## src/rtl/uart_tx_frame.sv

```systemverilog
// Parametrised UART frame transmitter: one-deep holding register, runtime parity, STOP_BITS stop bits.
// Define UART_TX_BREAK_EN to add the break_req input and the BREAK/MAB line-break states.
//
// state  | meaning
// IDLE   | line high, waiting for a held word (or a break request)
// START  | start bit, line low
// DATA   | DATA_BITS data bits, LSB first
// PARITY | parity bit (skipped when parity_mode = 00)
// STOP   | STOP_BITS stop bits, line high
// BREAK  | line held low while break_req, minimum one parity frame
// MAB    | mark after break, line high for STOP_BITS bit periods
`timescale 1ns/1ps

module uart_tx_frame #(
  parameter int DATA_BITS    = 8,
  parameter int CLKS_PER_BIT = 16,
  parameter int STOP_BITS    = 1
) (
  input  logic                 tx_clk,
  input  logic                 reset_n,
  input  logic                 tx_valid,
  input  logic [DATA_BITS-1:0] tx_data,
  input  logic [1:0]           parity_mode,
`ifdef UART_TX_BREAK_EN
  input  logic                 break_req,
`endif
  output logic                 tx_ready,
  output logic                 tx_busy,
  output logic                 tx_serial,
  output logic                 tx_done
);

  localparam int CNT_W = $clog2(CLKS_PER_BIT);
  localparam int IDX_W = $clog2(DATA_BITS);
  localparam logic [CNT_W-1:0] BIT_LAST  = CNT_W'(CLKS_PER_BIT - 1);
  localparam logic [IDX_W-1:0] DATA_LAST = IDX_W'(DATA_BITS - 1);
  localparam logic             STOP_LAST = (STOP_BITS == 2);
`ifdef UART_TX_BREAK_EN
  // Minimum break: a full frame including a parity bit
  localparam int BRK_MIN = (2 + DATA_BITS + STOP_BITS) * CLKS_PER_BIT;
  localparam int BRK_W   = $clog2(BRK_MIN);
  localparam logic [BRK_W-1:0] BRK_LAST = BRK_W'(BRK_MIN - 1);
`endif

  typedef enum logic [2:0] {
    S_IDLE,
    S_START,
    S_DATA,
    S_PARITY,
    S_STOP
`ifdef UART_TX_BREAK_EN
    , S_BREAK,
    S_MAB
`endif
  } state_t;

  state_t               state, state_n;
  logic [CNT_W-1:0]     bit_cnt, bit_cnt_n;
  logic [IDX_W-1:0]     data_idx, data_idx_n;
  logic                 stop_idx, stop_idx_n;
  logic [DATA_BITS-1:0] shreg, shreg_n;
  logic                 par_bit, par_bit_n;
  logic                 par_en, par_en_n;
  logic [DATA_BITS-1:0] hold_data;
  logic [1:0]           hold_mode;
  logic                 hold_full;
  logic                 serial_n;
  logic                 load;
  logic                 pick_next;
  logic                 done;
  logic                 bit_end;
  logic                 accept;
`ifdef UART_TX_BREAK_EN
  logic [BRK_W-1:0]     brk_cnt, brk_cnt_n;
`endif

  assign accept   = tx_valid && !hold_full;
  assign tx_ready = !hold_full;
  assign tx_busy  = (state != S_IDLE) || hold_full;
  assign tx_done  = done;

  always_ff @(posedge tx_clk or negedge reset_n) begin
    if (!reset_n) begin
      hold_full <= 1'b0;
      hold_data <= '0;
      hold_mode <= 2'b00;
    end else if (accept) begin
      hold_full <= 1'b1;
      hold_data <= tx_data;
      hold_mode <= parity_mode;
    end else if (load) begin
      hold_full <= 1'b0;
    end
  end

  always_ff @(posedge tx_clk or negedge reset_n) begin
    if (!reset_n) begin
      state     <= S_IDLE;
      bit_cnt   <= '0;
      data_idx  <= '0;
      stop_idx  <= 1'b0;
      shreg     <= '0;
      par_bit   <= 1'b0;
      par_en    <= 1'b0;
      tx_serial <= 1'b1;
`ifdef UART_TX_BREAK_EN
      brk_cnt   <= '0;
`endif
    end else begin
      state     <= state_n;
      bit_cnt   <= bit_cnt_n;
      data_idx  <= data_idx_n;
      stop_idx  <= stop_idx_n;
      shreg     <= shreg_n;
      par_bit   <= par_bit_n;
      par_en    <= par_en_n;
      tx_serial <= serial_n;
`ifdef UART_TX_BREAK_EN
      brk_cnt   <= brk_cnt_n;
`endif
    end
  end

  always_comb begin
    state_n    = state;
    bit_cnt_n  = bit_cnt;
    data_idx_n = data_idx;
    stop_idx_n = stop_idx;
    shreg_n    = shreg;
    par_bit_n  = par_bit;
    par_en_n   = par_en;
    load       = 1'b0;
    pick_next  = 1'b0;
    done       = 1'b0;
    serial_n   = 1'b1;
    bit_end    = (bit_cnt == BIT_LAST);
`ifdef UART_TX_BREAK_EN
    brk_cnt_n  = brk_cnt;
`endif

    case (state)
      S_IDLE: pick_next = 1'b1;
      S_START: begin
        if (bit_end) begin
          state_n    = S_DATA;
          bit_cnt_n  = '0;
          data_idx_n = '0;
        end else begin
          bit_cnt_n = bit_cnt + 1'b1;
        end
      end
      S_DATA: begin
        if (bit_end) begin
          bit_cnt_n = '0;
          if (data_idx == DATA_LAST) begin
            state_n    = par_en ? S_PARITY : S_STOP;
            stop_idx_n = 1'b0;
          end else begin
            data_idx_n = data_idx + 1'b1;
            shreg_n    = shreg >> 1;
          end
        end else begin
          bit_cnt_n = bit_cnt + 1'b1;
        end
      end
      S_PARITY: begin
        if (bit_end) begin
          state_n    = S_STOP;
          bit_cnt_n  = '0;
          stop_idx_n = 1'b0;
        end else begin
          bit_cnt_n = bit_cnt + 1'b1;
        end
      end
      S_STOP: begin
        if (bit_end) begin
          bit_cnt_n = '0;
          if (stop_idx == STOP_LAST) begin
            done      = 1'b1;
            pick_next = 1'b1;
          end else begin
            stop_idx_n = stop_idx + 1'b1;
          end
        end else begin
          bit_cnt_n = bit_cnt + 1'b1;
        end
      end
`ifdef UART_TX_BREAK_EN
      S_BREAK: begin
        if (brk_cnt != BRK_LAST) brk_cnt_n = brk_cnt + 1'b1;
        if (!break_req && (brk_cnt == BRK_LAST)) begin
          state_n    = S_MAB;
          bit_cnt_n  = '0;
          stop_idx_n = 1'b0;
        end
      end
      S_MAB: begin
        if (bit_end) begin
          bit_cnt_n = '0;
          if (stop_idx == STOP_LAST) pick_next = 1'b1;
          else stop_idx_n = stop_idx + 1'b1;
        end else begin
          bit_cnt_n = bit_cnt + 1'b1;
        end
      end
`endif
      default: state_n = S_IDLE;
    endcase

    // Frame boundary: break first, then a held word goes straight to START
    if (pick_next) begin
      state_n = S_IDLE;
`ifdef UART_TX_BREAK_EN
      if (break_req) begin
        state_n   = S_BREAK;
        brk_cnt_n = '0;
      end else
`endif
      if (hold_full) load = 1'b1;
    end

    if (load) begin
      state_n   = S_START;
      bit_cnt_n = '0;
      shreg_n   = hold_data;
      par_en_n  = (hold_mode != 2'b00);
      case (hold_mode)
        2'b01:   par_bit_n = ^hold_data;
        2'b10:   par_bit_n = ~^hold_data;
        2'b11:   par_bit_n = 1'b1;
        default: par_bit_n = 1'b0;
      endcase
    end

    case (state_n)
      S_START:  serial_n = 1'b0;
      S_DATA:   serial_n = shreg_n[0];
      S_PARITY: serial_n = par_bit_n;
`ifdef UART_TX_BREAK_EN
      S_BREAK:  serial_n = 1'b0;
`endif
      default:  serial_n = 1'b1;
    endcase
  end

endmodule

```

## config.mk

```make
export PLATFORM = sky130hd
export DESIGN_NAME = uart_tx_frame
export DESIGN_NICKNAME = d
export VERILOG_FILES = /design/src/rtl/uart_tx_frame.sv
export SDC_FILE = /design/constraint.sdc
export NUM_CORES = 1
export LEC_CHECK = 0
export ABC_CLOCK_PERIOD_IN_PS = 4800
export CORE_ASPECT_RATIO = 0.5
export CORE_UTILIZATION = 42
export CTS_CLUSTER_DIAMETER = 40
export DETAILED_ROUTE_END_ITERATION = 8
export DONT_BUFFER_PORTS = 1
export GPL_ROUTABILITY_DRIVEN = 0
export HOLD_SLACK_MARGIN = 0.08
export PLACE_DENSITY = 0.66
export SLEW_MARGIN = 20
export SYNTH_ARGS = -nofsm -noshare
export SYNTH_HDL_FRONTEND = slang
export SYNTH_SLANG_ARGS = --single-unit
```

## constraint.sdc

```tcl
create_clock -name tx_clk -period 4.8 [get_ports tx_clk]
set_clock_uncertainty 0.1 [all_clocks]
set_input_delay 1.44 -clock tx_clk [delete_from_list [all_inputs] [get_ports tx_clk]]
set_output_delay 1.44 -clock tx_clk [all_outputs]
set_load 0.005 [all_outputs]
```

---- Word-level counts from Yosys, hierarchy flattened ----
Index checks and enable logic that the tools add are counted.
storage, ports and cells
  input port bits ......................... 13
  word-level logic and storage cells ...... 89
  output and inout port bits .............. 4
  flip-flop bits (word level) ............. 33
cells by class
  reduce and logical (&&, ||, !) cells .... 19
  mux-type cells .......................... 36
  equal/unequal tests ..................... 19
  add/sub/neg operators ................... 3
operators by type and width
  kind                   count
  $mux W8                4
  $mux W3                10
  $ne A2 B2 Y1 const B   7
  $mux W1                13
  $eq A3 B2 Y1 const B   4
  $mux W4                3
  $pmux W3 S4            1
  $reduce_bool A2 Y1     6
  $pmux W1 S3            3
  $reduce_xnor A8 Y1     1
  $reduce_xor A8 Y1      1
  $eq A3 B1 Y1 const B   2
  $eq A3 B3 Y1 const B   2
  $pmux W3 S2            1
  $reduce_bool A3 Y1     2
  $reduce_and A5 Y1      1
  $add A4 B1 Y4 const B  1
  $eq A2 B2 Y1 const B   2
  $eq A4 B4 Y1 const B   1
  $reduce_and A4 Y1      1
  $reduce_or A4 Y1       1
  $add A3 B1 Y3 const B  1
  $logic_not A3 Y1       1
  $reduce_and A3 Y1      1
  7 further kinds        7

---- Depth between registers and ports, before layout ----
Gate-level depths: netlist (run 1).
  depth in word-level cells ............... 8
  gate-level depth with buffers ........... 7
  mapped depth without buffers ............ 7

---- Worst setup path after synthesis (run 1) ----
OpenSTA, ideal clock, no wires.
  kind .................................... input to register
  start ................................... input tx_valid
  end ..................................... register hold_data[0]
  data required time ...................... 4575 ps
  path buffers ............................ 1
  cell stages on the path ................. 3
  slack ................................... 2333 ps
  library setup time ...................... 125 ps
  data arrival time ....................... 2242 ps
  path through ............................ nor2b_1 clkbuf_1 mux2_2
between the ends
  cells in the longest elaborated chain, start to end .. 1
RTL lines
  what                  RTL line  RTL
  from (decl)           21        input logic tx_valid,
  $logic_and A1 B1 Y1   77        assign accept = tx_valid && !hold_full;
  to (signal assigned)  89        hold_data <= tx_data;
  to (decl)             64        logic [DATA_BITS-1:0] hold_data;
No other way between the ends.
A chain may end at the register's enable or synchronous reset.

---- Final worst setup path (run 1) ----
  start ................................... register bit_cnt[0]
  end ..................................... output tx_done
between the ends
  cells in the longest elaborated chain, start to end .. 3
RTL lines
  what                    RTL line  RTL
  from (decl)             58        logic [CNT_W-1:0] bit_cnt, bit_cnt_n;
  from (signal assigned)  111       bit_cnt <= bit_cnt_n;
  $eq A4 B4 Y1            136       bit_end = (bit_cnt == BIT_LAST);
  $mux W1                 176       if (bit_end) begin
  $mux W1                 141       case (state)
  to (decl)               30        output logic tx_done
No other way between the ends.

==> results.sh, run 1 <==
export IMPL_cp_required_ps=3260
export IMPL_syn2layout_area_growth_pct=7.918
export IMPL_drive_gt1_frac=0.1892
export IMPL_postCtsSetupBuffers=0
export IMPL_die_h_um=45.38
export IMPL_clkLatencyLatePin_ps=290
export IMPL_row_count=15
export IMPL_num_vias=1029
export IMPL_yosys_area_top_type_share=0.4909
export IMPL_fill_cells=323
export IMPL_cts_hold_buf=0
export IMPL_maxCapViolations=0
export IMPL_cts_made_buffers=5
export IMPL_path_clk_slew_ps=60
export IMPL_fin_crit_sh=0.5979
export IMPL_rsz0062_at_grt="no"
export IMPL_slew_violations=0
export IMPL_powerDensity_nw_per_um2=668.9
export IMPL_grt_pass1_wl_um=4491
export IMPL_min_period_ps=2870
export IMPL_path_delay_family="simple AND/OR/NAND/NOR gates"
export IMPL_crit_type="reg -> out"
export IMPL_grt_usage=0.1608
export IMPL_wirelength_um=2779
export IMPL_grt_pass1_vias=927
export IMPL_stdcell_count=199
export IMPL_clock_fmax_ghz=0.3485
export IMPL_synth_yosys_seq_area_share=0.5075
export IMPL_fin_setup_tns_ps=0
export IMPL_worstPathMaxFanout=7
export IMPL_detail_route_first_pass_iterations=4
export IMPL_synth_most_common_cell="dfrtp_1"
export IMPL_cts_tree="built"
export IMPL_drt_initial_drc_count=61
export IMPL_coreArea_um2=3510
export IMPL_dieArea_um2=4027
export IMPL_yosysWarnings=0
export IMPL_async_reset_ff_frac=1.000
export IMPL_yosysUniqueCellTypes=37
export IMPL_arrival_ps=1330
export IMPL_syn_avg_cell_area_um2=10.90
export IMPL_hold_viol=0
export IMPL_cp_end_kind="output port"
export IMPL_cts_buffer_depth=2
export IMPL_peakVddDrop_mv=0.2303
export IMPL_io_pins=17
export IMPL_final_nets=163
export IMPL_diodes=0
export IMPL_synth_area_um2=1580
export IMPL_cts_resized=0
export IMPL_slew_headroom=0.4055
export IMPL_synth_common_cells="dfrtp_1 (31), nand2_1 (18), nor2_1 (15)"
export IMPL_cp_slowest_stage_delay_ps=380
export IMPL_setup_viol=0
export IMPL_path_buf_inv=0
export IMPL_drc=0
export IMPL_clock_root_buffer="clkbuf_8"
export IMPL_die_x_um=88.75
export IMPL_critPathLaunchType="register"
export IMPL_synth_edf_count=0
export IMPL_synth_top_area_cell="dfrtp_1"
export IMPL_dp_cells=191
export IMPL_portBuffers=0
export IMPL_max_slew_worst_pin_slew_ps=889.9
export IMPL_synth_cells=145
export IMPL_path_cells="ha_1 > nand3_2 > nor2_1"
export IMPL_antenna_found_initial=0
export IMPL_dp_hpwl_um=1910
export IMPL_cts_max_level=2
export IMPL_yosys_top_cells_area="dfrtp_1 (49%), mux2_2 (8.6%), xnor2_1 (4.4%), nand2_1 (4.3%), a22oi_1 (3.8%)"
export IMPL_gr_total_overflow=0
export IMPL_cts_sinks=32
export IMPL_syn_num_nets=161
export IMPL_slowest_stage="dfrtp_1"
export IMPL_vias_per_cell=5.171
export IMPL_start_util=0.4503
export IMPL_drt_antenna_violating_nets=0
export IMPL_grt_max_degree=33
export IMPL_wire_per_inst_um=13.96
export IMPL_holdCritPathClass="reg -> reg"
export IMPL_cellLeakagePower_nw=0.7340
export IMPL_status="finished clean"
export IMPL_synth_ff_type="dfrtp_1"
export IMPL_ys_ff_latch=32
-- worst paths after layout --
path | startpoint | endpoint | slack [ps] | cells past startpoint
setup reg to reg | data_idx[0]$_DFFE_PN0P_ | shreg[0]$_DFF_PN0_ | 2370 | 6
hold / removal | shreg[5]$_DFFE_PN0P_ | shreg[5]$_DFFE_PN0P_ | 380 | 2
min in group asynchronous | reset_n | state[0]$_DFF_PN0_ | 740 | 0
setup / recovery | bit_cnt[0]$_DFFE_PN0P_ | tx_done | 1930 | 3
max in group asynchronous | reset_n | tx_serial$_DFF_PN1_ | 3680 | 0
hold reg to reg | shreg[5]$_DFFE_PN0P_ | shreg[5]$_DFFE_PN0P_ | 380 | 2
-- sequential cells by signal, summed over array words and instances, names as in the netlist --
signal and flops:
par_en 1, hold_full 1, shreg 8, state 3
data_idx 3, hold_mode 2, bit_cnt 4, hold_data 8
tx_serial 1, par_bit 1
-- worst register-to-register path: stages, from the launching register on --
cell and delay, ps:
dfrtp_1 410, ha_1 210, ha_1 220, or3_4 410, nor3_4 360, mux2_4 350
mux2_2 250
-- layer usage --
metal  wire (µm)  up-vias  track usage
met3         113        7      0.06703
met1        1395      495       0.2105
met2        1209       14       0.2292
met5           0        -            0
li1            -      513            -
met4          61        0      0.08710
-- area by class of cell --
| type | count | area, µm² | share of cell area |
|---|---|---|---|
| clock buffers | 6 | 82.58 | 0.04842 |
| clock inverters | 2 | 10.01 | 0.005869 |
| inverters | 4 | 15.01 | 0.008804 |
| multi-input cells | 104 | 732.0 | 0.4292 |
| flip-flops and latches | 32 | 802.0 | 0.4703 |
| well taps | 51 | 63.81 | 0.03742 |
-- per-stage QoR --
step                      power [mW]  setup WS [ps]  utilization  hold WS [ps]  cell area, µm²
final                          1.141           1930       0.4859         379.0            1705
after global routing           1.228           1813       0.4859         395.2            1705
after CTS                      1.156           1923       0.4859         387.1            1705
after detailed placement      0.9368           1989       0.4595         371.3            1613
after global placement        0.9192           2055       0.4595         358.5            1613
after floorplan               0.8672           2333            -         346.2            1580
-- placed cells by master, fill, tap and decap left out, types with 2 or more instances in the layout --
cell	synthesis	routed
a21oi_1	6	6
nand2_1	18	18
nor2b_1	2	2
clkinv_2	0	2
xnor2_1	8	8
clkbuf_8	0	6
and3_1	2	2
nor2_1	15	15
nor3_1	2	2
a22oi_1	8	8
or3_1	2	2
dfrtp_1	31	31
ha_1	3	3
mux2i_1	3	3
o21ai_0	6	6
inv_1	4	4
mux2_2	12	12
-- report_power, final --
| group | internal (mW) | switching, mW | total, mW | leakage, nW |
|---|---|---|---|---|
| clock | 0.114 | 0.101 | 0.216 | 0.0510 |
| combinational | 0.231 | 0.192 | 0.422 | 0.299 |
| sequential | 0.395 | 0.109 | 0.503 | 0.384 |
-- logic make-up after synthesis --
group                      share of synthesized area
and+or+nand+nor                               0.1599
DFF                                           0.5075
AOI/OAI and AO/OA                             0.1156
muxes                                         0.1140
xor gates and xnor gates                     0.04988
buffers and inverters                        0.02929
adders and majority gates                    0.02376
No activity file was read; power rests on OpenSTA's default activity.
==> run 2, diff against run 1 <==
--- a/config.mk
+++ b/config.mk
@@ -5,7 +5,7 @@
 export SDC_FILE = /design/constraint.sdc
 export NUM_CORES = 1
 export LEC_CHECK = 0
-export ABC_CLOCK_PERIOD_IN_PS = 4800
+export ABC_CLOCK_PERIOD_IN_PS = 2600
 export CORE_ASPECT_RATIO = 0.5
 export CORE_UTILIZATION = 42
 export CTS_CLUSTER_DIAMETER = 40
@@ -13,7 +13,7 @@
 export DONT_BUFFER_PORTS = 1
 export GPL_ROUTABILITY_DRIVEN = 0
 export HOLD_SLACK_MARGIN = 0.08
-export PLACE_DENSITY = 0.66
+export PLACE_DENSITY = 0.69
 export SLEW_MARGIN = 20
 export SYNTH_ARGS = -nofsm -noshare
 export SYNTH_HDL_FRONTEND = slang
==> constraint.sdc (replaced) <==
create_clock -name tx_clk -period 2.6 [get_ports tx_clk]
set_clock_uncertainty 0.1 [all_clocks]
set_input_delay 0.78 -clock tx_clk [delete_from_list [all_inputs] [get_ports tx_clk]]
set_output_delay 0.78 -clock tx_clk [all_outputs]
set_load 0.005 [all_outputs]
==> run 2 against run 1 <==
Die area unchanged; worst hold slack worse by 280 ps; global-route usage increased by 0.20 points; clock power is 140% higher; critical path type is now reg -> reg; register-to-register slack lost 2000 ps; power increased by 97%; highest routed layer unchanged; non-clock buffer count grew 5; count of clock-buffer cells in the layout up 1; critical endpoint is now shreg[0]$_DFF_PN0_.
==> results.sh, run 2 (synthesis gave the netlist of run 1 again) <==
export IMPL_status="finished clean"
export IMPL_final_common_cell="dfrtp_1"
export IMPL_grt_max_degree=27
export IMPL_slew_headroom=0.4639
export IMPL_maxCapViolations=0
export IMPL_antenna_found_initial=0
export IMPL_cp_end_kind="register"
export IMPL_fill_cells=324
export IMPL_place_area_um2=1635
export IMPL_dieArea_um2=4027
export IMPL_clock_fmax_ghz=0.4541
export IMPL_grt_pass1_wl_um=4698
export IMPL_wirelength_um=2707
export IMPL_grt_pass1_vias=1025
export IMPL_cts_buffer_depth=2
export IMPL_cts_sinks=32
export IMPL_finalPower_mw=2.249
export IMPL_min_period_ps=2202
export IMPL_reg_top3="hold_data: 8 flops, shreg: 8 flops, bit_cnt: 4 flops"
export IMPL_grt_usage=0.1628
export IMPL_drt_initial_drc_count=107
export IMPL_seq_area_um2=802.0
export IMPL_coreArea_um2=3510
export IMPL_gr_total_overflow=0
export IMPL_drive_gt1_frac=0.2026
export IMPL_die_h_um=45.38
export IMPL_start_util=0.4503
export IMPL_mostFrequentLayoutCells="dfrtp_1 (31), nand2_1 (18), nor2_1 (15), mux2_2 (12)"
export IMPL_max_slew_worst_pin_slew_ps=801.5
export IMPL_num_vias=1045
export IMPL_cts_made_buffers=5
export IMPL_drc=0
export IMPL_rsz0062_at_grt="no"
export IMPL_holdCritPathClass="in -> async"
export IMPL_cp_required_ps=2670
export IMPL_peakVddDrop_mv=0.3927
export IMPL_cts_resized=0
export IMPL_clock_root_buffer="clkbuf_8"
export IMPL_crit_type="reg -> reg"
export IMPL_setup_viol=0
export IMPL_io_pins=17
export IMPL_cellLeakagePower_nw=0.7720
export IMPL_rr_worst_depth=6
export IMPL_critPathLaunchType="register"
export IMPL_stdcell_count=204
export IMPL_syn2layout_area_growth_pct=12.75
export IMPL_cts_tree="built"
export IMPL_row_count=15
export IMPL_path_clk_slew_ps=70
export IMPL_hold_viol=0
export IMPL_finish_utilization=0.5077
export IMPL_diodes=0
export IMPL_multi_input_area_um2=732.0
export IMPL_dp_cells=194
export IMPL_postCtsSetupBuffers=0
export IMPL_slew_violations=0
export IMPL_worstPathMaxFanout=4
export IMPL_dp_hpwl_um=1891
export IMPL_die_x_um=88.75
export IMPL_portBuffers=0
export IMPL_drt_antenna_violating_nets=0
export IMPL_fin_setup_tns_ps=0
export IMPL_vias_per_cell=5.123
export IMPL_fin_crit_sh=0.8469
export IMPL_design_area_um2=1782
export IMPL_powerDensity_nw_per_um2=1262
export IMPL_arrival_ps=2270
export IMPL_cts_max_level=2
export IMPL_final_nets=168
export IMPL_clkLatencyLatePin_ps=280
export IMPL_detail_route_first_pass_iterations=4
export IMPL_wire_per_inst_um=13.27
## run 2: changes by cell type in the layout (fill, tap and decap cells not counted)
| cell | change |
|---|---|
| clkbuf_8 | +1 |
| dlygate4sd3_1 | +2 |
| clkinv_2 | -2 |
| buf_4 | +3 |
| bufinv_16 | +1 |
## run 2: final cells by class
cell class,instances,share of cell area
clock inverter,1,0.01685
clock buffer,7,0.05407
timing repair buffer,5,0.02388
multi-input combinational,104,0.4108
sequential,32,0.4501
inverter,4,0.008427
tap,51,0.03581
## run 2: metrics by stage
step                      setup WS [ps]  hold WS (ps)
after floorplan                   378.5         346.2
after global placement            454.3         360.1
after detailed placement          393.7         362.9
after CTS                         388.5         81.68
after global routing              319.5         79.98
final                             398.0         95.16
## run 2: final timing paths
kind / from / endpoint / slack [ps]
worst max-delay path: data_idx[0]$_DFFE_PN0P_ / shreg[0]$_DFF_PN0_ / 400
worst min-delay path: reset_n / state[1]$_DFF_PN0_ / 100
worst max register to register: data_idx[0]$_DFFE_PN0P_ / shreg[0]$_DFF_PN0_ / 400
worst min register to register: shreg[3]$_DFFE_PN0P_ / shreg[3]$_DFFE_PN0P_ / 380
max in group asynchronous: reset_n / shreg[4]$_DFFE_PN0P_ / 970
min in group tx_clk: shreg[3]$_DFFE_PN0P_ / shreg[3]$_DFFE_PN0P_ / 380
## run 2: power breakdown
part	switching, mW	leakage, nW	internal (mW)
Combinational	0.366	0.324	0.437
Clock	0.178	0.0645	0.338
Sequential	0.202	0.384	0.729
Total	0.746	0.772	1.50
## run 2: repair_timing
item	in CTS	in global routing
endpoints found under the setup margin	0	0
hold endpoints to repair	7	18
hold buffers	1	1
## run 2: metal layers
metal  GRT usage  vias up  wire, µm
li1            -      525         -
met1      0.2021      499      1338
met2      0.2646       17      1207
met3     0.05797        4       129
met4     0.06774        0        32
met5           0        -         0
## run 2: worst max-delay path, cell delays in order (launching register included)
cell and delay, ps:
dfrtp_1 410, ha_1 210, ha_1 210, or3_4 410, nor3_4 160, mux2_4 320
mux2_2 260
==> run 3, diff against run 2 <==
--- a/config.mk
+++ b/config.mk
@@ -5,7 +5,7 @@
 export SDC_FILE = /design/constraint.sdc
 export NUM_CORES = 1
 export LEC_CHECK = 0
-export ABC_CLOCK_PERIOD_IN_PS = 2600
+export ABC_CLOCK_PERIOD_IN_PS = 2000
 export CORE_ASPECT_RATIO = 0.5
 export CORE_UTILIZATION = 42
 export CTS_CLUSTER_DIAMETER = 40
==> constraint.sdc (replaced) <==
create_clock -name tx_clk -period 2 [get_ports tx_clk]
set_clock_uncertainty 0.1 [all_clocks]
set_input_delay 0.6 -clock tx_clk [delete_from_list [all_inputs] [get_ports tx_clk]]
set_output_delay 0.6 -clock tx_clk [all_outputs]
set_load 0.005 [all_outputs]
==> run 3 against run 2 <==
Sequential cell count stayed put; final cell count increased by 5.4%; the run now ends with negative setup slack left; count of clock-buffer cells in the layout decreased by 1; non-clock buffer count rose by 11; worst setup slack lost 540 ps; global-route usage rose by 0.69 points; fmax rose by 2.6%; critical path type unchanged.
==> results.sh, run 3 (synthesis gave the netlist of run 1 again) <==
export IMPL_start_util=0.4503
export IMPL_min_period_ps=2147
export IMPL_p_seq_frac=0.403
export IMPL_cts_buffer_depth=2
export IMPL_setup_viol=2
export IMPL_grt_pass1_vias=1017
export IMPL_internal_power_mw=1.953
export IMPL_rsz0062_at_grt="yes"
export IMPL_slew_violations=0
export IMPL_dieArea_um2=4027
export IMPL_diodes=0
export IMPL_finalPower_mw=2.970
export IMPL_dp_hpwl_um=1985
export IMPL_violations="negative setup slack"
export IMPL_num_vias=1104
export IMPL_maxCapViolations=0
export IMPL_peakVddDrop_mv=0.5557
export IMPL_die_x_um=88.75
export IMPL_reg_top3="hold_data: 8 flops, shreg: 8 flops, bit_cnt: 4 flops"
export IMPL_cts_tree="built"
export IMPL_antenna_found_initial=0
export IMPL_min_from="tx_valid"
export IMPL_fin_crit_sh=1.073
export IMPL_final_common_cell="dfrtp_1"
export IMPL_drive_gt1_frac=0.2866
export IMPL_cts_made_buffers=5
export IMPL_hold_viol=0
export IMPL_final_nets=179
export IMPL_dp_cells=200
export IMPL_fill_cells=299
export IMPL_portBuffers=0
export IMPL_grt_pass1_wl_um=4843
export IMPL_clkLatencyLatePin_ps=280
export IMPL_clock_root_buffer="clkbuf_8"
export IMPL_mostFrequentLayoutCells="dfrtp_1 (31), nand2_1 (18), buf_4 (14), nor2_1 (13), mux2_2 (12)"
export IMPL_coreArea_um2=3510
export IMPL_status="finished, violations left"
export IMPL_detail_route_first_pass_iterations=4
export IMPL_clkPwrFrac=0.202
export IMPL_switching_power_mw=1.017
export IMPL_syn2layout_area_growth_pct=19.79
export IMPL_cp_end_kind="register"
export IMPL_worstPathMaxFanout=2
export IMPL_grt_max_degree=33
export IMPL_grt_usage=0.1697
export IMPL_stdcell_count=215
export IMPL_crit_start="data_idx[1]$_DFFE_PN0P_"
export IMPL_finish_utilization=0.5394
export IMPL_powerDensity_nw_per_um2=1569
export IMPL_rr_startpoint="data_idx[1]$_DFFE_PN0P_"
export IMPL_wire_per_inst_um=13.70
export IMPL_cts_sinks=32
export IMPL_drt_initial_drc_count=67
export IMPL_slew_headroom=0.6966
export IMPL_holdCritPathClass="in -> reg"
export IMPL_place_ws_ps=-150.3
export IMPL_holdWs_ps=338.9
export IMPL_cellLeakagePower_nw=0.8234
export IMPL_drc=0
export IMPL_io_pins=17
export IMPL_critPathLaunchType="register"
export IMPL_swShare=0.3425
export IMPL_wirelength_um=2945
export IMPL_path_clk_slew_ps=70
export IMPL_cts_max_level=2
export IMPL_drt_antenna_violating_nets=0
export IMPL_max_slew_worst_pin_slew_ps=453.6
export IMPL_crit_type="reg -> reg"
export IMPL_setup_ws_ps=-146.9
export IMPL_row_count=15
export IMPL_cp_required_ps=2070
export IMPL_p_comb_frac=0.395
export IMPL_die_h_um=45.38
export IMPL_arrival_ps=2220
export IMPL_vias_per_cell=5.135
export IMPL_clock_fmax_ghz=0.4658
export IMPL_gr_total_overflow=0
==> run 3: cell count changes in the layout (fill, tap and decap cells not counted), sizes merged <==
cell	before	now
buf	3	15
clkbuf	7	6
clkinv	0	1
dlygate4sd3	2	1
==> run 3: area by class of cell <==
class                      instances  area [µm²]  share of cell area
tap                               51       63.81             0.03371
clock buffer                       6       72.57             0.03833
clock inverter                     2       35.03             0.01851
multi-input combinational        104       769.5              0.4065
timing repair buffer              16       135.1             0.07138
sequential                        32       802.0              0.4237
inverter                           4       15.01            0.007931
==> run 3: worst max-delay path: stages (launching register included) <==
cell,delay [ps]
dfrtp_1,390
ha_2,210
ha_4,160
or3_4,350
nor3_4,240
mux2_4,330
mux2_2,260
==> run 3: worst paths after layout <==
check	endpoint	depth (start not counted)	slack, ps
max	shreg[0]$_DFF_PN0_	6	-150
min	hold_full$_DFFE_PN0P_	2	340
max reg2reg	shreg[0]$_DFF_PN0_	6	-150
min reg2reg	shreg[4]$_DFFE_PN0P_	2	370
max in group asynchronous	tx_serial$_DFF_PN1_	2	890
min in group asynchronous	bit_cnt[3]$_DFFE_PN0P_	2	670
==> run 3: timing repair <==
action                                  in CTS  in global routing
pin swaps                                    1                  3
endpoints found under the hold margin       32                  0
resized for setup                            3                  4
hold buffers                                 2                  0
endpoints found under the setup margin       9                 10
buffers inserted                             4                  2
==> run 3: power groups by stage <==
stage                     clock network [mW]  logic [mW]  registers (mW)
after global routing                   0.658        1.31            1.23
after floorplan                            0       0.947            1.14
after global placement                     0        1.08            1.19
after detailed placement                   0        1.10            1.20
after CTS                              0.619        1.16            1.19
final                                  0.601        1.17            1.20
==> run 3: through the flow <==
step | setup TNS, ps | cell area (µm²)
after floorplan | -253.3 | 1595
after global placement | -111.8 | 1695
after detailed placement | -338.2 | 1695
after CTS | -165.8 | 1874
after global routing | -362.4 | 1893
final | -254.6 | 1893
==> run 3: routing by layer <==
layer	track usage	vias up	wire [µm]
li1	-	549	-
met1	0.2111	532	1328
met2	0.2646	19	1451
met3	0.08152	4	144
met4	0.05484	0	21
met5	0	-	0
